File: config.mk
export PLATFORM = sky130hd
export DESIGN_NAME = calc1_port_scheduler
export DESIGN_NICKNAME = d
export VERILOG_FILES = /design/src/rtl/calc1_port_scheduler.sv
export SDC_FILE = /design/constraint.sdc
export NUM_CORES = 1
export LEC_CHECK = 0
export ABC_AREA = 1
export ABC_CLOCK_PERIOD_IN_PS = 2900
export CAP_MARGIN = 30
export CORE_ASPECT_RATIO = 1.5
export CORE_UTILIZATION = 52
export CTS_CLUSTER_DIAMETER = 80
export DETAILED_ROUTE_END_ITERATION = 7
export PLACE_DENSITY = 0.8
export SLEW_MARGIN = 5
export SYNTH_ARGS = -nofsm -noshare
export SYNTH_HDL_FRONTEND = slang
export SYNTH_SLANG_ARGS = --single-unit
File: constraint.sdc
create_clock -name c_clk -period 2.9 [get_ports c_clk]
set_clock_uncertainty 0.15 [all_clocks]
set_input_delay 0.435 -clock c_clk [delete_from_list [all_inputs] [get_ports c_clk]]
set_output_delay 0.435 -clock c_clk [all_outputs]
set_load 0.02 [all_outputs]
File: src/rtl/calc1_port_scheduler.sv
// Shares one calc1 ALU among NPORTS requesters: captures two-cycle requests,
// arbitrates round-robin, issues over valid/done and routes the response back.
module calc1_port_scheduler #(
    parameter int unsigned NPORTS  = 4,
    parameter int unsigned DW      = 32,
    parameter int unsigned CW      = 4,
    parameter int unsigned TIMEOUT = 16
) (
    input  logic                   c_clk,
    input  logic                   reset_n,
    input  logic [CW*NPORTS-1:0]   req_cmd_in,
    input  logic [DW*NPORTS-1:0]   req_data_in,
    output logic [2*NPORTS-1:0]    out_resp,
    output logic [DW*NPORTS-1:0]   out_data,
    output logic [NPORTS-1:0]      port_busy,
    output logic                   alu_valid,
    output logic [CW-1:0]          alu_cmd,
    output logic [DW-1:0]          alu_op1,
    output logic [DW-1:0]          alu_op2,
    input  logic                   alu_done,
    input  logic [1:0]             alu_resp,
    input  logic [DW-1:0]          alu_data
);

    localparam int unsigned IW = (NPORTS > 1) ? $clog2(NPORTS) : 1;
    localparam int unsigned TW = $clog2(TIMEOUT + 1);

    typedef enum logic [1:0] {S_IDLE, S_ISSUE, S_WAIT, S_RESP} state_e;

    state_e                       state_q, state_d;
    logic [IW-1:0]                ptr_q, ptr_d, gnt_q, gnt_d;
    logic [TW-1:0]                cnt_q, cnt_d;
    logic [NPORTS-1:0][CW-1:0]    cmd_q, cmd_d;
    logic [NPORTS-1:0][DW-1:0]    op1_q, op1_d, op2_q, op2_d;
    logic [NPORTS-1:0]            cap_q, cap_d, pend_q, pend_d;
    logic                         alu_valid_q, alu_valid_d;
    logic [CW-1:0]                alu_cmd_q, alu_cmd_d;
    logic [DW-1:0]                alu_op1_q, alu_op1_d, alu_op2_q, alu_op2_d;
    logic [NPORTS-1:0][1:0]       resp_q, resp_d;
    logic [NPORTS-1:0][DW-1:0]    rdata_q, rdata_d;

    logic                         arb_found;
    logic [IW-1:0]                arb_sel, arb_idx;
    logic [CW-1:0]                sel_cmd;
    logic                         cmd_ok;

    // Round-robin search: first pending port at or after the pointer, with wrap
    always_comb begin
        arb_found = 1'b0;
        arb_sel   = '0;
        arb_idx   = '0;
        for (int unsigned k = 0; k < NPORTS; k++) begin
            arb_idx = IW'((32'(ptr_q) + k) % NPORTS);
            if (!arb_found && pend_q[arb_idx]) begin
                arb_found = 1'b1;
                arb_sel   = arb_idx;
            end
        end
        sel_cmd = cmd_q[arb_sel];
        cmd_ok  = (sel_cmd == CW'(1)) || (sel_cmd == CW'(2)) ||
                  (sel_cmd == CW'(5)) || (sel_cmd == CW'(6));
    end

    always_comb begin
        state_d     = state_q;
        ptr_d       = ptr_q;
        gnt_d       = gnt_q;
        cnt_d       = cnt_q;
        cmd_d       = cmd_q;
        op1_d       = op1_q;
        op2_d       = op2_q;
        cap_d       = cap_q;
        pend_d      = pend_q;
        alu_valid_d = 1'b0;
        alu_cmd_d   = alu_cmd_q;
        alu_op1_d   = alu_op1_q;
        alu_op2_d   = alu_op2_q;
        resp_d      = '0;
        rdata_d     = '0;

        // Per-port capture; a command arriving in the port's own response cycle is dropped
        for (int unsigned i = 0; i < NPORTS; i++) begin
            if (cap_q[i]) begin
                op2_d[i]  = req_data_in[i*DW +: DW];
                cap_d[i]  = 1'b0;
                pend_d[i] = 1'b1;
            end else if (!pend_q[i] && (req_cmd_in[i*CW +: CW] != '0) &&
                         !((state_q == S_RESP) && (gnt_q == IW'(i)))) begin
                cmd_d[i] = req_cmd_in[i*CW +: CW];
                op1_d[i] = req_data_in[i*DW +: DW];
                cap_d[i] = 1'b1;
            end
        end

        unique case (state_q)
            S_IDLE: begin
                if (arb_found) begin
                    gnt_d = arb_sel;
                    ptr_d = IW'((32'(arb_sel) + 32'd1) % NPORTS);
                    if (cmd_ok) begin
                        state_d     = S_ISSUE;
                        alu_valid_d = 1'b1;
                        alu_cmd_d   = sel_cmd;
                        alu_op1_d   = op1_q[arb_sel];
                        alu_op2_d   = op2_q[arb_sel];
                    end else begin
                        state_d         = S_RESP;
                        resp_d[arb_sel] = 2'd3;
                        pend_d[arb_sel] = 1'b0;
                    end
                end
            end
            S_ISSUE: begin
                state_d = S_WAIT;
                cnt_d   = '0;
            end
            S_WAIT: begin
                if (alu_done) begin
                    state_d        = S_RESP;
                    resp_d[gnt_q]  = alu_resp;
                    rdata_d[gnt_q] = alu_data;
                    pend_d[gnt_q]  = 1'b0;
                end else if (cnt_q == TW'(TIMEOUT - 1)) begin
                    state_d       = S_RESP;
                    resp_d[gnt_q] = 2'd3;
                    pend_d[gnt_q] = 1'b0;
                end else begin
                    cnt_d = cnt_q + TW'(1);
                end
            end
            S_RESP: begin
                state_d = S_IDLE;
            end
            default: state_d = S_IDLE;
        endcase
    end

    always_ff @(posedge c_clk or negedge reset_n) begin
        if (!reset_n) begin
            state_q     <= S_IDLE;
            ptr_q       <= '0;
            gnt_q       <= '0;
            cnt_q       <= '0;
            cmd_q       <= '0;
            op1_q       <= '0;
            op2_q       <= '0;
            cap_q       <= '0;
            pend_q      <= '0;
            alu_valid_q <= 1'b0;
            alu_cmd_q   <= '0;
            alu_op1_q   <= '0;
            alu_op2_q   <= '0;
            resp_q      <= '0;
            rdata_q     <= '0;
        end else begin
            state_q     <= state_d;
            ptr_q       <= ptr_d;
            gnt_q       <= gnt_d;
            cnt_q       <= cnt_d;
            cmd_q       <= cmd_d;
            op1_q       <= op1_d;
            op2_q       <= op2_d;
            cap_q       <= cap_d;
            pend_q      <= pend_d;
            alu_valid_q <= alu_valid_d;
            alu_cmd_q   <= alu_cmd_d;
            alu_op1_q   <= alu_op1_d;
            alu_op2_q   <= alu_op2_d;
            resp_q      <= resp_d;
            rdata_q     <= rdata_d;
        end
    end

    assign out_resp  = resp_q;
    assign out_data  = rdata_q;
    assign port_busy = pend_q;
    assign alu_valid = alu_valid_q;
    assign alu_cmd   = alu_cmd_q;
    assign alu_op1   = alu_op1_q;
    assign alu_op2   = alu_op2_q;

endmodule

== After elaboration in Yosys (flattened, before gate mapping) ==
Cells that the tools add are included.

* Register bits: 496
* Logic and storage cells: 181
* Output and inout bits: 209
* Input bits: 181

* Bitwise logic cells: 10
* Equality and inequality tests: 15
* Magnitude comparators: 8
* Multiplexer cells: 67
* Reductions and logical operators: 46
* $add $sub $neg: 5

{| class="wikitable"
|+ Operators by type and width
! cell !! count
|-
| $mux W128 || 2
|-
| $and A128 B128 Y128 || 1
|-
| $bmux W32 S2 || 2
|-
| $mux W32 || 3
|-
| $demux W32 S2 || 1
|-
| $mux W8 || 4
|-
| $mux W1 || 25
|-
| $mux W2 || 10
|-
| $mux W4 || 5
|-
| $lt A2 B3 Y1 const B || 6
|-
| $logic_and A1 B1 Y1 || 17
|-
| $pmux W8 S2 || 1
|-
| $reduce_bool A4 Y1 || 4
|-
| $reduce_and A2 Y1 || 6
|-
| $logic_not A1 Y1 || 11
|-
| $mux W5 || 2
|-
| $pmux W5 S2 || 1
|-
| $and A4 B4 Y4 || 2
|-
| $and A8 B8 Y8 || 1
|-
| $bmux W1 S2 || 4
|-
| $bmux W4 S2 || 1
|-
| $demux W2 S2 || 2
|-
| $eq A2 B2 Y1 const B || 4
|-
| $eq A4 B3 Y1 const B || 2
|-
| other kinds (19) || 34
|}

== Depth between registers and ports, before layout ==
Gate-level depths: netlist of the first run.

* Depth in word-level cells: 21
* Mapped depth: 21
* Depth with buffers taken out: 19

== Worst setup path before layout of the first run ==
No wires, ideal clock.

* Kind: register to register
* Start point: register pend_q[3], in the netlist port_busy[3]
* End point: register pend_q[3], in the netlist port_busy[3]
* Stages on the path, launching flop included: 19
* Data required time: 2.627 ns
* Data arrival time: 2.295 ns
* Path slack: 0.333 ns
* Setup time: 0.123 ns
* Clock period less this slack: 2.567 ns
* Path buffers: 3
* Cells stage by stage: dfrtp_1 inv_1 nand2_1 nand3_1 nand2_2 inv_2 nand2_1 nor2_1 nand2_4 nand2_4 buf_4 buf_2 clkbuf_1 ha_1 nand2_1 inv_1 nand2_1 nand2_1 a21oi_1

* Word-level cells in the longest chain between the ends: 21
* Elaborated cells on any way between the ends: 45
* Those cells by class: order compare: 2; eq/ne: 4; mux: 26; bitwise: 3; reduce/logical: 10

{| class="wikitable"
|+ RTL lines
! item !! RTL line !! RTL
|-
| from (decl) || 35 || <nowiki>logic [NPORTS-1:0] cap_q, cap_d, pend_q, pend_d;</nowiki>
|-
| from (signal assigned) || 164 || <nowiki>pend_q <= pend_d;</nowiki>
|-
| $bmux W1 S2 || 54 || <nowiki>if (!arb_found && pend_q[arb_idx]) begin</nowiki>
|-
| $mux W1 (not written as such) || 54 ||
|-
| $mux W1 || 54 ||
|-
| $logic_not A1 Y1 || 54 ||
|-
| $logic_and A1 B1 Y1 || 54 ||
|-
| $mux W1 || 54 ||
|-
| $logic_not A1 Y1 || 54 ||
|-
| $logic_and A1 B1 Y1 || 54 ||
|-
| [4 not listed] || n/a ||
|-
| via arb_sel[0] || 43 || <nowiki>logic [IW-1:0] arb_sel, arb_idx;</nowiki>
|-
| [2 not listed] || n/a ||
|-
| $mux W1 (not written as such), or another cell as far along || 109 || <nowiki>pend_d[arb_sel] = 1'b0;</nowiki>
|-
| $demux W1 S2 or $logic_or A1 B1 Y1 (tied branches) || 109, 60 ||
|-
| $not A4 Y4 (no source line) or $logic_or A1 B1 Y1 (tied branches) || n/a ||
|-
| $and A4 B4 Y4 (no source line) or $logic_or A1 B1 Y1 (tied branches) || n/a ||
|-
| $mux W4 * || 100 || <nowiki>if (cmd_ok) begin</nowiki>
|-
| $mux W4 * || 97 || <nowiki>if (arb_found) begin</nowiki>
|-
| $pmux W4 S2 * || 95 || <nowiki>unique case (state_q)</nowiki>
|-
| via pend_d[3] || 35 ||
|}

Mark *: on every way through the listed nets, which the timed path passes. The rest lies on a longest branch. The select of a mux whose other input is x is not followed.
A chain may end at the register's enable or synchronous reset.

== Worst setup path in the final report of the first run ==
* Start point: register ptr_q[0]
* End point: register alu_op2_q[30], in the netlist alu_op2[30]

* Word-level cells in the longest chain between the ends: 19
* Elaborated cells on any way between the ends: 37
* Those cells by class: add/sub: 3; eq/ne: 4; mux: 20; reduce/logical: 10

{| class="wikitable"
|+ RTL lines
! item !! RTL line !! RTL
|-
| from (decl) || 31 || <nowiki>logic [IW-1:0] ptr_q, ptr_d, gnt_q, gnt_d;</nowiki>
|-
| from (signal assigned) || 157 || <nowiki>ptr_q <= ptr_d;</nowiki>
|-
| branches (longest 11 deep; another with $add A2 B1 Y2) || n/a ||
|-
| $mux W2 * || 54 ||
|-
| via arb_sel[1] || 43 ||
|-
| $bmux W4 S2 || 59 || <nowiki>sel_cmd = cmd_q[arb_sel];</nowiki>
|-
| $mux W4 (not written as such) || 59 ||
|-
| $eq A4 B1 Y1 or $eq A4 B2 Y1 (tied branches) || 60 || <nowiki>cmd_ok = (sel_cmd == CW'(1)) || (sel_cmd == CW'(2)) ||</nowiki>
|-
| $logic_or A1 B1 Y1 (2 in a row) || 60 ||
|-
| $logic_or A1 B1 Y1 || 61 || <nowiki>(sel_cmd == CW'(5)) || (sel_cmd == CW'(6));</nowiki>
|-
| $reduce_and A3 Y1 (no source line) || n/a ||
|-
| to (signal assigned) || 168 || <nowiki>alu_op2_q <= alu_op2_d;</nowiki>
|-
| to (decl) || 38 || <nowiki>logic [DW-1:0] alu_op1_q, alu_op1_d, alu_op2_q, alu_op2_d;</nowiki>
|}

Mark *: on every way through the listed nets, which the timed path passes. The select of a mux whose other input is x is not followed.

==> impl.org, run 1 <==
** Critical path
- Crit path arrival time :: 3.24 ns
- The critical path is of the reg -> reg type.
- Tracing the worst setup path back leads to its startpoint at ptr_q[0].
- Along the worst path, the maximum fanout reaches 17.
- Startpoint of the worst-slack reg-to-reg timing path :: ptr_q[0]
- The most critical setup path has its endpoint at alu_op2[30].
- For the worst flop-to-flop path, the logic depth is 18.
- The worst setup path is captured at a flop.
- For the worst setup path, the data required time is 3.26 ns.
- Flop-to-flop setup slack :: 0.01 ns
- The worst register-to-register path ends at alu_op2[30].
- Kind of launch point of the worst setup path :: flop

** Final layout
- At the end of the flow the core is filled with cells to 0.698.
- Of the cells placed in the final design, the portion with a size suffix greater than 1 is 0.107.
- Area of all sequential standard cells :: 12,400 um2
- With fillers left out, the area of the finished cells amounts to 26,700 um2.
- For this run, the post-layout net count is 2,746.
- Area taken by multi-input logic gates :: 6830 um2
- After filler insertion, the fill cell instance count of the layout stands at 2,800.
- Synth-to-Final Area Change :: 32.6%

** Floorplan
- Vert. Die Dim :: 243 um
- Chip width :: 163 um
- The core region is 38,300 um2.
- The floorplan has 88 rows.
- For this configuration, the core starts out at a cell density of 0.526.
- The die covers 39,600 um2.
- For this design the top-level I/O count stands at 390.

** Clocking
- The tree built by TritonCTS fans out to 496 sinks.
- Clock transition time at the flip-flop clock pins of the worst setup and hold paths :: 0.07 ns
- H-tree lvl count :: 2
- No sink is reached through more buffers than the 3 on the longest clock path.
- For the worst-skew pair, the clock arrives at the later sink with an insertion delay of 0.57 ns.
- The tree is rooted in a sky130_fd_sc_hd__clkbuf_16.
- TritonCTS created 45 clock buffers.
- TritonCTS built the clock tree.

** STA
- Setup violations remaining at the end of the flow were counted as 0.
- Measured against its own limit, the worst slew margin works out to 0.510.
- The number of failing hold endpoints at the final stage was 0.
- Final worst path period share :: 0.995
- Max-slew violation total from the final report :: 0
- Setup repair after global routing could not meet its margin everywhere.
- After layout, the worst setup slack is 0.0134 ns.
- Measured slew at the worst slew-check pin :: 0.735 ns
- Peak Freq :: 346 MHz
- Time the final worst path needs with I/O delays and setup :: 2.89 ns

** Global route
- Number of global-route vias before repair :: 16,982
- The first global-routing pass estimated 92,900 um of wire.
- Pin count of the biggest net entering global routing :: 115
- After global routing the overflow that remains totals 0.
- The number of antenna violations at the first check in global routing was 7.
- Across every metal layer, demand over resource in global routing totals 0.306.

** Logic synthesis
- Yosys warnings :: 0
- Synthesis produced a netlist with a net count of 2,361.
- Yosys reg bits :: 496
- Synth Cell Area :: 20,200 um2
- Post-synthesis cell type count :: 28
- A synthesized cell averages 9.30 um2.
- Synthesized netlist cell count :: 2,170
- The share of the Yosys chip area taken by registers is 0.615.

** Worst hold path
- The path class of the tightest hold or removal check is in -> async.

** Route
- Initial drt markers :: 1,757
- Dividing the detail-routed wire length by the instance count gives 20.2 um.
- The routed layout has 17,149 vias.
- Remaining number of nets flagged by the antenna check after routing :: 0
- Total length of routed wires :: 62,500 um
- Number of iterations in the first detailed-routing pass :: 8
- In the routed design, unresolved DRC markers number 2.
- After detailed routing, the number of vias per cell comes to 5.55.

** Power
- Power density cells :: 1370 nW/um2
- Leakage power summed over all cells :: 12.7 nW
- IR analysis of the VDD net gives a maximum drop of 0.00121 V.

** Place
- Placed cell areas :: 24,800 um2
- Setup slack after placement :: 0.0923 ns
- The wire-length estimate of the detail-placed layout is 39,000 um.
- Buffers placed on the I/O ports in this run total 389.
- Routability congestion estimate :: 0.968

** Status
- The checks that failed: design-rule violations.
- The flow ran to the end, but the final reports show violations.

** Job
- Maxcap violations :: 0
[cell usage after synthesis]
cell type,count,share of area
sky130_fd_sc_hd__o31ai_1,3,0.0011
sky130_fd_sc_hd__buf_4,2,0.00074
sky130_fd_sc_hd__nand4_4,1,0.0011
sky130_fd_sc_hd__o21bai_1,1,0.00037
sky130_fd_sc_hd__nand2_4,2,0.0011
sky130_fd_sc_hd__nor2_1,212,0.039
sky130_fd_sc_hd__a22o_1,1,0.00043
sky130_fd_sc_hd__buf_6,5,0.0028
sky130_fd_sc_hd__nor2_4,1,0.00056
sky130_fd_sc_hd__nand3_4,1,0.00087
sky130_fd_sc_hd__a21oi_1,70,0.017
sky130_fd_sc_hd__dfrtp_1,496,0.62
sky130_fd_sc_hd__o21ai_1,1,0.00025
sky130_fd_sc_hd__buf_2,16,0.0040
sky130_fd_sc_hd__buf_1,13,0.0024
sky130_fd_sc_hd__clkinv_1,1,0.00019
sky130_fd_sc_hd__clkbuf_1,86,0.016
sky130_fd_sc_hd__inv_2,6,0.0011
sky130_fd_sc_hd__nand3_1,47,0.012
sky130_fd_sc_hd__a22oi_1,1,0.00037
sky130_fd_sc_hd__o22ai_1,2,0.00062
sky130_fd_sc_hd__o21ai_0,286,0.071
sky130_fd_sc_hd__nand2_2,3,0.00093
sky130_fd_sc_hd__nand2_1,679,0.13
sky130_fd_sc_hd__mux2_2,95,0.053
sky130_fd_sc_hd__nand4_1,6,0.0019
sky130_fd_sc_hd__inv_1,123,0.023
sky130_fd_sc_hd__ha_1,10,0.0062
[per-stage QoR]
stage	hold slack (ns)	cells	total power, mW	TNS, ns
finish	0.281	3089	36.5	0
CTS	0.271	3063	34.7	0
floorplan	-0.0106	2170	22.1	0
detailed placement	0.281	2980	28.2	0
global placement	0.275	2979	27.6	0
global route	0.289	3088	38.8	-5.66
[cells by family after synthesis]
family                     share of synthesized area
and+or+nand+nor                                0.184
muxes                                         0.0530
adders and majority gates                    0.00620
buffers and inverters                         0.0501
DFF                                            0.615
AOI/OAI and AO/OA                             0.0915
[worst max-delay path: stages (launching register included)]
cell and delay (ns):
sky130_fd_sc_hd__dfrtp_2 0.46, sky130_fd_sc_hd__buf_6 0.15, sky130_fd_sc_hd__nand2_1 0.06, sky130_fd_sc_hd__nand2_1 0.08
sky130_fd_sc_hd__nand2_1 0.08, sky130_fd_sc_hd__nand2_2 0.06, sky130_fd_sc_hd__nor2_4 0.17, sky130_fd_sc_hd__nand4_1 0.22
sky130_fd_sc_hd__nand2_4 0.16, sky130_fd_sc_hd__clkinvlp_4 0.18, sky130_fd_sc_hd__nand3_2 0.14, sky130_fd_sc_hd__nand2_1 0.08
sky130_fd_sc_hd__nand2_2 0.10, sky130_fd_sc_hd__nand4_4 0.10, sky130_fd_sc_hd__buf_12 0.17, sky130_fd_sc_hd__inv_12 0.12
sky130_fd_sc_hd__clkbuf_16 0.21, sky130_fd_sc_hd__nand2_1 0.07, sky130_fd_sc_hd__nand2_1 0.06
[worst min path at each step]
stage,from,to,depth (start not counted)
after detailed placement,reset_n,out_data[111],1
after floorplan,reset_n,alu_cmd[0],0
final,reset_n,out_data[126],2
after CTS,req_data_in[21],op1_q[21],3
after global routing,req_data_in[62],op1_q[62],3
after global placement,reset_n,out_data[111],1
[final cells by class]
type | count | area share
well taps | 495 | 0.0232
clock buffers | 57 | 0.0464
clock inverters | 25 | 0.0124
diodes | 4 | 0.000374
multi-input cells | 1423 | 0.255
repair buffers | 458 | 0.179
repair inverters | 1 | 0.000281
flip-flops and latches | 496 | 0.464
inverters | 130 | 0.0189
[power by group]
group	switching (mW)	internal (mW)	total, mW
Combinational	12.2	6.98	19.2
Clock	2.64	3.68	6.31
Sequential	1.38	9.58	11.0
[registers in the layout, summed over array words and instances, names as in the netlist]
signal / count
op1_q: 128
op2_q: 128
out_data: 128
alu_op1: 32
alu_op2: 32
cmd_q: 16
out_resp: 8
cnt_q: 5
alu_cmd: 4
cap_q: 4
port_busy: 4
gnt_q: 2
ptr_q: 2
state_q: 2
alu_valid: 1
[per-layer routing]
metal	routed length (um)	share of wire	vias up	GRT usage
li1	-	-	7668	-
met1	22300	0.36	8290	0.356
met2	31000	0.50	968	0.536
met3	5670	0.091	217	0.0560
met4	3470	0.056	6	0.155
met5	37	0.00059	-	0
[cell usage in the layout, fill, tap and decap left out, types with 3 or more instances in the layout]
master	instances
sky130_fd_sc_hd__a21oi_1	70
sky130_fd_sc_hd__buf_12	14
sky130_fd_sc_hd__buf_16	4
sky130_fd_sc_hd__buf_4	39
sky130_fd_sc_hd__buf_6	5
sky130_fd_sc_hd__bufinv_16	7
sky130_fd_sc_hd__clkbuf_1	5
sky130_fd_sc_hd__clkbuf_16	50
sky130_fd_sc_hd__clkbuf_8	7
sky130_fd_sc_hd__clkdlybuf4s50_1	388
sky130_fd_sc_hd__clkinv_2	8
sky130_fd_sc_hd__clkinvlp_4	8
sky130_fd_sc_hd__dfrtp_1	490
sky130_fd_sc_hd__dfrtp_2	6
sky130_fd_sc_hd__diode_2	4
sky130_fd_sc_hd__ha_1	10
sky130_fd_sc_hd__inv_1	121
sky130_fd_sc_hd__inv_2	6
sky130_fd_sc_hd__mux2_2	95
sky130_fd_sc_hd__nand2_1	673
sky130_fd_sc_hd__nand2_2	9
sky130_fd_sc_hd__nand3_1	41
sky130_fd_sc_hd__nand3_2	6
sky130_fd_sc_hd__nand4_1	6
sky130_fd_sc_hd__nor2_1	211
sky130_fd_sc_hd__o21ai_0	285
sky130_fd_sc_hd__o31ai_1	3
[repair_timing]
action,in CTS,in global routing
endpoints found under the setup margin,0,79
setup buffers,0,13
hold buffers,1,0
gates resized for setup,0,35
hold endpoints to repair,52,0
No activity file was read; power rests on OpenSTA's default activity.
==> inputs of run 2 (changes only) <==
--- a/config.mk
+++ b/config.mk
@@ -6,14 +6,13 @@
 export NUM_CORES = 1
 export LEC_CHECK = 0
 export ABC_AREA = 1
-export ABC_CLOCK_PERIOD_IN_PS = 2900
+export ABC_CLOCK_PERIOD_IN_PS = 3490
 export CAP_MARGIN = 30
 export CORE_ASPECT_RATIO = 1.5
-export CORE_UTILIZATION = 52
+export CORE_UTILIZATION = 55
 export CTS_CLUSTER_DIAMETER = 80
 export DETAILED_ROUTE_END_ITERATION = 7
-export PLACE_DENSITY = 0.8
-export SLEW_MARGIN = 5
+export PLACE_DENSITY = 0.84
 export SYNTH_ARGS = -nofsm -noshare
 export SYNTH_HDL_FRONTEND = slang
 export SYNTH_SLANG_ARGS = --single-unit
==> constraint.sdc (replaced) <==
create_clock -name c_clk -period 3.49 [get_ports c_clk]
set_clock_uncertainty 0.15 [all_clocks]
set_input_delay 0.5235 -clock c_clk [delete_from_list [all_inputs] [get_ports c_clk]]
set_output_delay 0.5235 -clock c_clk [all_outputs]
set_load 0.02 [all_outputs]
==> impl.org, run 2 (synthesis results as in run 1) <==
** Place
- HPWL after DPL :: 40,000 um
- Routability congestion estimate :: 0.893
- Port buffering added 389 buffers.

** Critical path
- Number of buffer and inverter instances along the worst setup path :: 3
- The critical path goes through inv_2 -> nand2_1 -> nand3_1 -> nand2_2 -> inv_2 -> nand2_1 -> nand2_1 -> nand2_8 -> buf_4 -> a21oi_1 -> o21ai_0 -> o21ai_0 -> nand2_1 -> nand2_1.
- In this run the worst path has a maximum fanout of 74.
- Crit path arrival time :: 3.53 ns
- Worst setup path category :: reg -> reg
- The cell that appears most often on the critical path is sky130_fd_sc_hd__nand2_1.
- Kind of end point of the critical path :: flop
- Critical-path cell with the highest stage delay :: sky130_fd_sc_hd__buf_4
- Required time at the worst-slack endpoint :: 3.81 ns
- Cell class contributing the biggest share of worst-path delay :: simple AND/OR/NAND/NOR gates
- For this run, the slowest stage of the critical path takes 0.63 ns.
- STA classifies the critical path startpoint as a flop.

** Floorplan
- Number of placement rows :: 85
- The die covers 37,500 um2.
- Top Ports :: 390
- After floorplanning, the core was sized to cover 36,100 um2.
- Vert. Die Dim :: 237 um
- Initial core utilization :: 0.560
- Chip width :: 158 um

** Final layout
- The area growth from synthesis to layout is 29.9%.
- Registers take 12,400 um2.
- The multi-input combinational cells in the finished layout cover a total of 6780 um2.
- At the end of the flow the core is filled with cells to 0.727.
- After filler insertion, the fill cell instance count of the layout stands at 2,481.
- Most frequent cells in the layout :: sky130_fd_sc_hd__nand2_1 (678), sky130_fd_sc_hd__dfrtp_1 (492), sky130_fd_sc_hd__clkdlybuf4s50_1 (388)
- In the final design database the tool counted 2,718 nets.
- Most common library cell in the layout ignoring fill and taps :: sky130_fd_sc_hd__nand2_1
- Of the cells placed in the final design, the portion with a size suffix greater than 1 is 0.0914.

** STA
- Peak Freq :: 311 MHz
- Final worst path period share :: 0.920
- Time the final worst path needs with I/O delays and setup :: 3.21 ns
- Setup total negative slack on the finished layout was measured at 0 ns.
- The number of failing hold endpoints at the final stage is 0.
- Max-slew violation total from the final report :: 0
- The worst pin sits at a relative slew slack of 0.483.
- RSZ-0062 raised after global routing :: false
- At the pin with the least slew margin, the transition time is 0.776 ns.
- Setup violations remaining at the end of the flow were counted as 0.

** Clocking
- Maximum buffer depth of the clock tree :: 3
- TritonCTS built the clock tree.
- Clock transition time at the flip-flop clock pins of the worst setup and hold paths :: 0.07 ns
- H-tree lvl count :: 2
- The clock drives 496 sinks.
- Later-pin clock latency in the skew report :: 0.57 ns
- CTS placed an instance of sky130_fd_sc_hd__clkbuf_16 at the clock tree root.
- Buffers inserted during clock tree synthesis total 45.

** Global route
- For this run the aggregate overflow at the end of global routing stands at 0.
- Number of global-route vias before repair :: 17,387
- Total Routing Usage GR :: 0.325
- The number of antenna violations at the first check in global routing is 14.
- First-pass GRT wire length :: 92,600 um
- Pin count of the biggest net entering global routing :: 86

** Route
- Post-route DRC violation count :: 0
- Vias :: 17,084
- For this block, the routed nets add up to 60,100 um of wire.
- Remaining number of nets flagged by the antenna check after routing :: 0
- For this block, the initial DRC count from the detailed router was 1,270.
- Number of iterations in the first detailed-routing pass :: 7
- WL/cell :: 19.7 um
- After detailed routing, the number of vias per cell comes to 5.61.

** Status
- Outcome :: finished, final reports clean

** Job
- The tool flagged a number of max-cap violations equal to 0.

** Power
- For this design the ratio of total power to cell area is 1100 nW/um2.
- The internal power of the cells totals 15.7 mW.
- The share of total power dissipated in the clock network is 0.176.
- The share of total power dissipated in combinational logic is 0.506.
- VDD sags by at most 0.000975 V.
- Power share of the sequential group :: 0.318
- Switching power as a share of total power :: 0.453
- The analysis attributes to net switching a power of 13.0 mW.
- The analysis attributes to cell leakage a power of 12.5 nW.

** Worst hold path
- The path class of the tightest hold or removal check is reg -> reg.
==> run 2: cell types whose count changed in the layout (fill, tap and decap cells not counted), sizes merged, moves of 3 or more <==
cell      delta
clkinvlp     -7
bufinv       -3
inv          +3
clkbuf       -3
buf         -21
diode        +3
==> run 2: final cells by class <==
cell class / instances / share of cell area
diodes: 7 / 0.000669
clock buffers: 59 / 0.0485
clock inverters: 21 / 0.00888
inverters: 130 / 0.0187
multi-input cells: 1422 / 0.259
flip-flops and latches: 496 / 0.474
well taps: 478 / 0.0228
repair buffers: 432 / 0.168
==> run 2: repair_timing <==
action,in CTS,in global routing
buffers inserted,0,0
resized for setup,0,2
setup endpoints to repair,0,18
hold buffers,1,0
hold endpoints to repair,76,0
==> run 2: layer usage <==
layer | global-route usage | routed length [um] | vias up
met5 | 0 | 92 | -
met2 | 0.535 | 29300 | 950
met1 | 0.371 | 20900 | 8281
met3 | 0.0732 | 5420 | 239
li1 | - | - | 7600
met4 | 0.230 | 4380 | 14
==> run 2: power groups by stage <==
stage	combinational, mW	clock, mW	sequential [mW]
floorplan	9.01	0	9.37
global placement	13.7	0	9.05
detailed placement	14.2	0	9.15
CTS	14.4	5.10	9.09
global route	15.9	5.32	9.32
finish	14.5	5.05	9.14
==> run 2: final timing paths <==
check                           from           to  slack [ns]  depth (start not counted)
max reg2reg                 ptr_q[0]  alu_op2[25]        0.28                         14
max                         ptr_q[0]  alu_op2[25]        0.28                         14
min                        op1_q[74]    op1_q[74]        0.33                          2
max in group asynchronous    reset_n    op2_q[99]        1.83                          4
min reg2reg                op1_q[74]    op1_q[74]        0.33                          2
min in group asynchronous    reset_n    op2_q[19]        0.39                          2
==> run 2: worst reg2reg max path, stage by stage (launching register included) <==
cell and delay, ns:
sky130_fd_sc_hd__dfrtp_1 0.55, sky130_fd_sc_hd__inv_2 0.15, sky130_fd_sc_hd__nand2_1 0.11, sky130_fd_sc_hd__nand3_1 0.10
sky130_fd_sc_hd__nand2_2 0.13, sky130_fd_sc_hd__inv_2 0.04, sky130_fd_sc_hd__nand2_1 0.07, sky130_fd_sc_hd__nand2_1 0.27
sky130_fd_sc_hd__nand2_8 0.24, sky130_fd_sc_hd__buf_4 0.63, sky130_fd_sc_hd__a21oi_1 0.21, sky130_fd_sc_hd__o21ai_0 0.16
sky130_fd_sc_hd__o21ai_0 0.17, sky130_fd_sc_hd__nand2_1 0.10, sky130_fd_sc_hd__nand2_1 0.05
==> run 2: metrics by stage <==
stage | total power [mW] | instance area (um2) | worst slack (ns) | hold slack [ns] | instances
after floorplan | 18.4 | 20200 | 0.923 | 0.0779 | 2170
after global placement | 22.8 | 24600 | 0.353 | 0.302 | 2955
after detailed placement | 23.3 | 24700 | 0.289 | 0.309 | 2957
after CTS | 28.6 | 26200 | 0.240 | 0.326 | 3038
after global routing | 30.6 | 26200 | 0.0192 | 0.340 | 3044
final | 28.7 | 26200 | 0.279 | 0.326 | 3045
==> variant 1 (settings of run 2) <==
`op2_q` no longer has a reset.
--- a/src/rtl/calc1_port_scheduler.sv
+++ b/src/rtl/calc1_port_scheduler.sv
@@ -143,7 +143,6 @@
             cnt_q       <= '0;
             cmd_q       <= '0;
             op1_q       <= '0;
-            op2_q       <= '0;
             cap_q       <= '0;
             pend_q      <= '0;
             alu_valid_q <= 1'b0;
@@ -159,7 +158,6 @@
             cnt_q       <= cnt_d;
             cmd_q       <= cmd_d;
             op1_q       <= op1_d;
-            op2_q       <= op2_d;
             cap_q       <= cap_d;
             pend_q      <= pend_d;
             alu_valid_q <= alu_valid_d;
@@ -169,6 +167,10 @@
             resp_q      <= resp_d;
             rdata_q     <= rdata_d;
         end
+    end
+
+    always_ff @(posedge c_clk) begin
+        op2_q <= op2_d;
     end
 
     assign out_resp  = resp_q;
Check against the original RTL: same outputs for any inputs over 4 cycles, from zero or initial values and one cycle with reset_n low; that may be too few to reach the edited logic, so the function may still have changed.
==> variant 1 against run 2 <==
- power shrank 6.3%
- utilization increased by 0.51 points
- count of clock-buffer cells in the layout grew 1
- via count decreased by 8.1%
- area after synthesis fell by 4.5%
- routed wire length is 6.5% lower
- non-clock buffer count decreased by 6
- worst hold slack gained 0.00078 ns
- cell area decreased by 4.0%
- sequential cell count unchanged
- first-iteration DRC count increased by 9.7%
- global-route usage down 0.51 points
- setup slack better by 0.025 ns
- largest cell class unchanged
- highest routed layer unchanged
==> variant 1: results (changes against run 2) <==
Finish:
- The share of final layout cell area taken by non-clock buffers came to 17.0% (+0.29 points).
- The number of clock buffers in the layout was 60 (+1.7%).
- The total number of multi-input combinational cells is 1262 (-11%).
- The count of inverters other than clock inverters in the layout was 97 (-25%).
- The sequential standard cell area is 13100 µm² (+5.2%).
- The number of fill cells is 2308 (-7.0%).
- The area fraction of clock buffers and clock inverters came to 5.67% (-0.070 points).
- The non-clock buffer count in the final layout is 426 (-1.4%).
- The antenna diode count is 3 (-4).
- The number of nets in the layout came to 2517 (-7.4%).

GRT:
- The met1 global-route usage is 36.9% (-0.12 points).
- The number of antenna violations at the first check in global routing is 6 (-8).
- The via count of the first global-routing pass is 15.8k (-8.9%).
- The global routing usage summed across all routing layers is 32.0% (-0.51 points).
- The met2 global-route usage is 55.0% (+1.5 points).
- The global-route wire length before repair is 86.8 mm (-6.2%).

Placed design:
- The placed standard-cell area is 23700 µm² (-3.9%).
- The global placement routability congestion was 0.914 (+2.2%).
- The detailed-placement wirelength estimate was 35.7 mm (-11%).
- The pre-CTS setup slack was 0.100 ns (-0.189 ns).

Timing:
- The share of the clock period used by the worst path after layout was 91.3% (-0.72 points).

Power and ir drop:
- The highest ir drop seen on vdd came to 1.25 mV (+29%).
- The net switching power of the design is 12.2 mW (-6.4%).
- The static leakage is 11.5 nW (-7.8%).
- The logic gate share of total power is 49.3% (-1.3 points).

Worst setup path:
- In this run the critical register-to-register path is captured at alu_op1[16].
- The worst reg2reg path depth is 17 (+3).
- The stage delay of the slowest cell on the critical path was 0.53 ns (-0.10 ns).
- The highest fanout seen on the critical path is 70 (-5.4%).
- The register-to-register setup slack was 0.30 ns (+0.03 ns).

Worst hold path:
- The destination of the worst hold path is op1_q[48].
- The start point of the worst min-delay path is op1_q[48].

Routing:
- The length of routed met3 wiring is 5.44 mm (+0.28%).
- The first-iteration detailed-routing DRC count is 1393 (+9.7%).
- The met2 wire length is 28.1 mm (-4.0%).
- The vias per cell was 5.55 (-1.1%).
- The wire length on met1 was 19.6 mm (-6.2%).

CTS:
- The number of CTS-inserted buffers is 43 (-4.4%).

Synthesis:
- Ranked by instance count, the synthesized netlist is headed by 649 x sky130_fd_sc_hd__nand2_1, 368 x sky130_fd_sc_hd__dfrtp_1, 243 x sky130_fd_sc_hd__nor2_1, 222 x sky130_fd_sc_hd__o21ai_0, 128 x sky130_fd_sc_hd__edfxtp_1.
- The synthesized netlist net count came to 2150 (-8.9%).
- Ranked by total cell area, the synthesized netlist is headed by sky130_fd_sc_hd__dfrtp_1 48%, sky130_fd_sc_hd__edfxtp_1 20%, sky130_fd_sc_hd__nand2_1 13%.
- The unique cell type count in the Yosys netlist is 29 (+3.6%).

Run status:
- The flow ran to the end, and the final reports show no timing, DRC or antenna violations.

Floorplan:
- The overall die width is 155 µm (-2.2%).
==> variant 1: cell types whose count changed after synthesis, moves of 31 or more <==
cell | run 2 | this run
sky130_fd_sc_hd__edfxtp_1 | 0 | 128
sky130_fd_sc_hd__o22ai_1 | 2 | 33
sky130_fd_sc_hd__inv_1 | 123 | 89
sky130_fd_sc_hd__dfrtp_1 | 496 | 368
sky130_fd_sc_hd__nor2_1 | 212 | 243
sky130_fd_sc_hd__o21ai_0 | 286 | 222
sky130_fd_sc_hd__a21oi_1 | 70 | 36
sky130_fd_sc_hd__mux2_2 | 95 | 0
==> variant 1: logic make-up after synthesis <==
kind of cell / Yosys count / share of synthesized area [%]
xor gates and xnor gates: 1 / 0.0455
DFF: 496 / 67.7
AOI/OAI and AO/OA: 298 / 8.04
adders and majority gates: 10 / 0.649
buffers and inverters: 201 / 4.30
and+or+nand+nor: 953 / 19.2
==> variant 1: per-stage QoR <==
step / power, mW / std cells / hold WS [ns] / util (%)
floorplan: 17.3 / 1959 / 0.0779 / -
global placement: 21.4 / 2746 / 0.306 / 68.8
detailed placement: 21.9 / 2747 / 0.310 / 68.9
CTS: 26.9 / 2824 / 0.326 / 73.1
global route: 28.7 / 2826 / 0.340 / 73.2
finish: 26.9 / 2827 / 0.326 / 73.2
==> variant 1: how the worst max path moves through the flow <==
stage	startpoint	slack, ns	endpoint
6_report	ptr_q[0]	0.30	alu_op1[16]
5_1_grt	ptr_q[0]	0.005	alu_op2[15]
4_1_cts	ptr_q[0]	0.08	alu_cmd[1]
3_5_place_dp	ptr_q[0]	0.10	alu_cmd[1]
3_3_place_gp	ptr_q[0]	0.32	alu_cmd[0]
2_1_floorplan	port_busy[3]	0.89	port_busy[3]
==> variant 2 (flow settings as in run 2) <==
Made on the original files. `CW`: 4 -> 5.
--- a/src/rtl/calc1_port_scheduler.sv
+++ b/src/rtl/calc1_port_scheduler.sv
@@ -3,7 +3,7 @@
 module calc1_port_scheduler #(
     parameter int unsigned NPORTS  = 4,
     parameter int unsigned DW      = 32,
-    parameter int unsigned CW      = 4,
+    parameter int unsigned CW      = 5,
     parameter int unsigned TIMEOUT = 16
 ) (
     input  logic                   c_clk,
Ports: changed (resized alu_cmd and req_cmd_in); port bits go from 390 to 395. No check against the original RTL was run, so the function may have changed too.
==> variant 2 against run 2 <==
- setup slack worse by 0.045 ns
- cell area up 1.7%
- die area up 2.4%
- global-route usage up 0.68 points
- sequential cell count up 5
- worst hold slack worse by 0.0078 ns
- final cell count up 0.72%
- routed wire length up 4.6%
- power up 3.7%
- area after synthesis up 2.4%
- utilization down 0.50 points
- critical path type unchanged
==> variant 2: results (changes against run 2) <==
Routing:
- The length of routed met3 wiring was 5.35 mm (-1.4%).
- The first-iteration detailed-routing DRC count is 1608 (+27%).
- The first-pass iteration count of the detailed router is 8 (+1).
- The met2 wire length was 31.4 mm (+7.2%).
- The vias per cell was 5.70 (+1.7%).
- The wire length per cell is 20.5 µm (+3.9%).
- The total via count after detailed routing came to 17.5k (+2.4%).
- The wire length on met1 is 22.5 mm (+7.4%).

Worst setup path:
- The highest fanout seen on the critical path is 86 (+16%).
- In this design, the largest share of critical-path delay is due to buffers and inverters.
- The register-to-register setup slack is 0.23 ns (-0.04 ns).
- The stage delay of the slowest cell on the critical path came to 0.66 ns (+0.03 ns).
- The arrival time at the worst endpoint is 3.56 ns (+0.03 ns).

Timing:
- The slew at the pin with the worst max-slew slack came to 0.964 ns (+0.188 ns).

Power and ir drop:
- The highest ir drop seen on vdd is 1.92 mV (+97%).
- The static leakage came to 12.4 nW (-0.23%).

Synthesis:
- The cell count after synthesis is 2203 (+1.5%).
- The proportion of synthesized flip-flops having asynchronous set or reset is 100% (unchanged).
- The part of the Yosys area used for sequential elements came to 60.7% (-0.85 points).
- The unique cell type count in the Yosys netlist is 36 (+29%).
- The count of warnings emitted by yosys came to 0 (unchanged).
- By area the synthesized netlist is led by sky130_fd_sc_hd__dfrtp_1 61%, sky130_fd_sc_hd__nand2_1 11%, sky130_fd_sc_hd__o21ai_0 7.4%.
- The synthesized netlist net count was 2398 (+1.6%).
- Ranked by instance count, the synthesized netlist is headed by 622 x sky130_fd_sc_hd__nand2_1, 501 x sky130_fd_sc_hd__dfrtp_1, 305 x sky130_fd_sc_hd__o21ai_0, 213 x sky130_fd_sc_hd__nor2_1, 118 x sky130_fd_sc_hd__inv_1.

Placed design:
- The number of port buffers is 394 (+1.3%).
- The placed cell count came to 2987 (+1.0%).
- The detailed-placement wirelength estimate was 40.7 mm (+1.9%).
- The global placement routability congestion is 0.917 (+2.7%).

Finish:
- The number of fill cells is 2530 (+2.0%).
- The number of nets in the layout came to 2745 (+0.99%).
- The final core utilization is 72.2% (-0.50 points).
- The share of layout cells above drive strength 1 came to 9.73% (+0.59 points).

GRT:
- The global-route wire length before repair was 97.8 mm (+5.6%).
- The number of antenna violations at the first check in global routing is 13 (-1).
- The maximum number of pins on one net before global-route repair is 94 (+9.3%).
- The via count of the first global-routing pass came to 18.2k (+4.4%).
- The global routing usage summed across all routing layers is 33.2% (+0.68 points).

Run status:
- The flow ran to the end, and the final reports show no timing, DRC or antenna violations.

CTS:
- The number of CTS-inserted buffers is 43 (-4.4%).
- The clock input transition at the sequential cells of the worst setup and hold paths is 0.07 ns (about the same).
- The H-tree depth reported by CTS was 2 (unchanged).
- The total setup buffers inserted after CTS is 0 (unchanged).
- The maximum count of clock buffers along a single path came to 3 (unchanged).
- The worst-skew pair later-pin latency came to 0.57 ns (about the same).
variant 2: changes by cell type in the layout (fill, tap and decap cells not counted), sizes merged, moves of 7 or more:
cell   delta
inv       -7
nand2    -53
nand3    -10
o21ai    +75
variant 2: cell type report:
class	count	area share, %
multi-input cells	1444	26.6
flip-flops and latches	501	47.1
clock buffers	56	4.60
diodes	4	0.0376
well taps	484	2.27
clock inverters	18	1.01
inverters	126	1.78
repair buffers	434	16.6
variant 2: logic make-up after synthesis:
logic type,count (synthesis),synth area share [%]
simple gates,894,17.2
flops,501,60.7
compound gates,441,10.9
buf+inv,259,5.32
mux,97,5.29
fa+ha+maj,10,0.606
xor+xnor,1,0.0424
variant 2: worst paths after layout:
check	start	to	depth (start not counted)
worst min register to register	op1_q[36]	op1_q[36]	2
max in group asynchronous	reset_n	out_data[123]	3
min in group asynchronous	reset_n	op2_q[115]	2
worst min-delay path	op1_q[36]	op1_q[36]	2
worst max-delay path	ptr_q[0]	alu_op2[23]	15
worst max register to register	ptr_q[0]	alu_op2[23]	15
variant 2: repair_timing:
item | CTS | global route
setup endpoints to repair | 0 | 22
endpoints found under the hold margin | 83 | 0
gates resized for setup | 0 | 1
hold buffers | 1 | 0
variant 2: metrics by stage:
| stage | setup WS, ns | hold WS [ns] | area [µm²] | power [mW] |
|---|---|---|---|---|
| 3_3_place_gp | 0.423 | 0.298 | 25100 | 23.5 |
| 6_report | 0.234 | 0.318 | 26600 | 29.8 |
| 5_1_grt | 0.0342 | 0.345 | 26600 | 31.7 |
| 3_5_place_dp | 0.250 | 0.303 | 25100 | 24.2 |
| 2_1_floorplan | 1.01 | 0.0779 | 20700 | 19.4 |
| 4_1_cts | 0.187 | 0.319 | 26600 | 29.5 |
variant 2: layer usage:
| layer | vias to the layer above | global-route usage, % |
|---|---|---|
| li1 | 7737 | - |
| met1 | 8497 | 38.2 |
| met2 | 1004 | 56.8 |
| met3 | 239 | 7.57 |
| met4 | 16 | 19.3 |
| met5 | - | 0 |
variant 2: report_power, final:
part / total (mW) / switching (mW) / internal [mW]
combinational: 15.5 / 10.5 / 5.02
sequential: 9.20 / 1.17 / 8.03
clock: 5.10 / 2.17 / 2.93
variant 2: worst min-delay path, stage by stage (launching register included):
cell                      delay, ns
sky130_fd_sc_hd__dfrtp_1       0.34
sky130_fd_sc_hd__nand2_1       0.05
sky130_fd_sc_hd__nand2_1       0.05
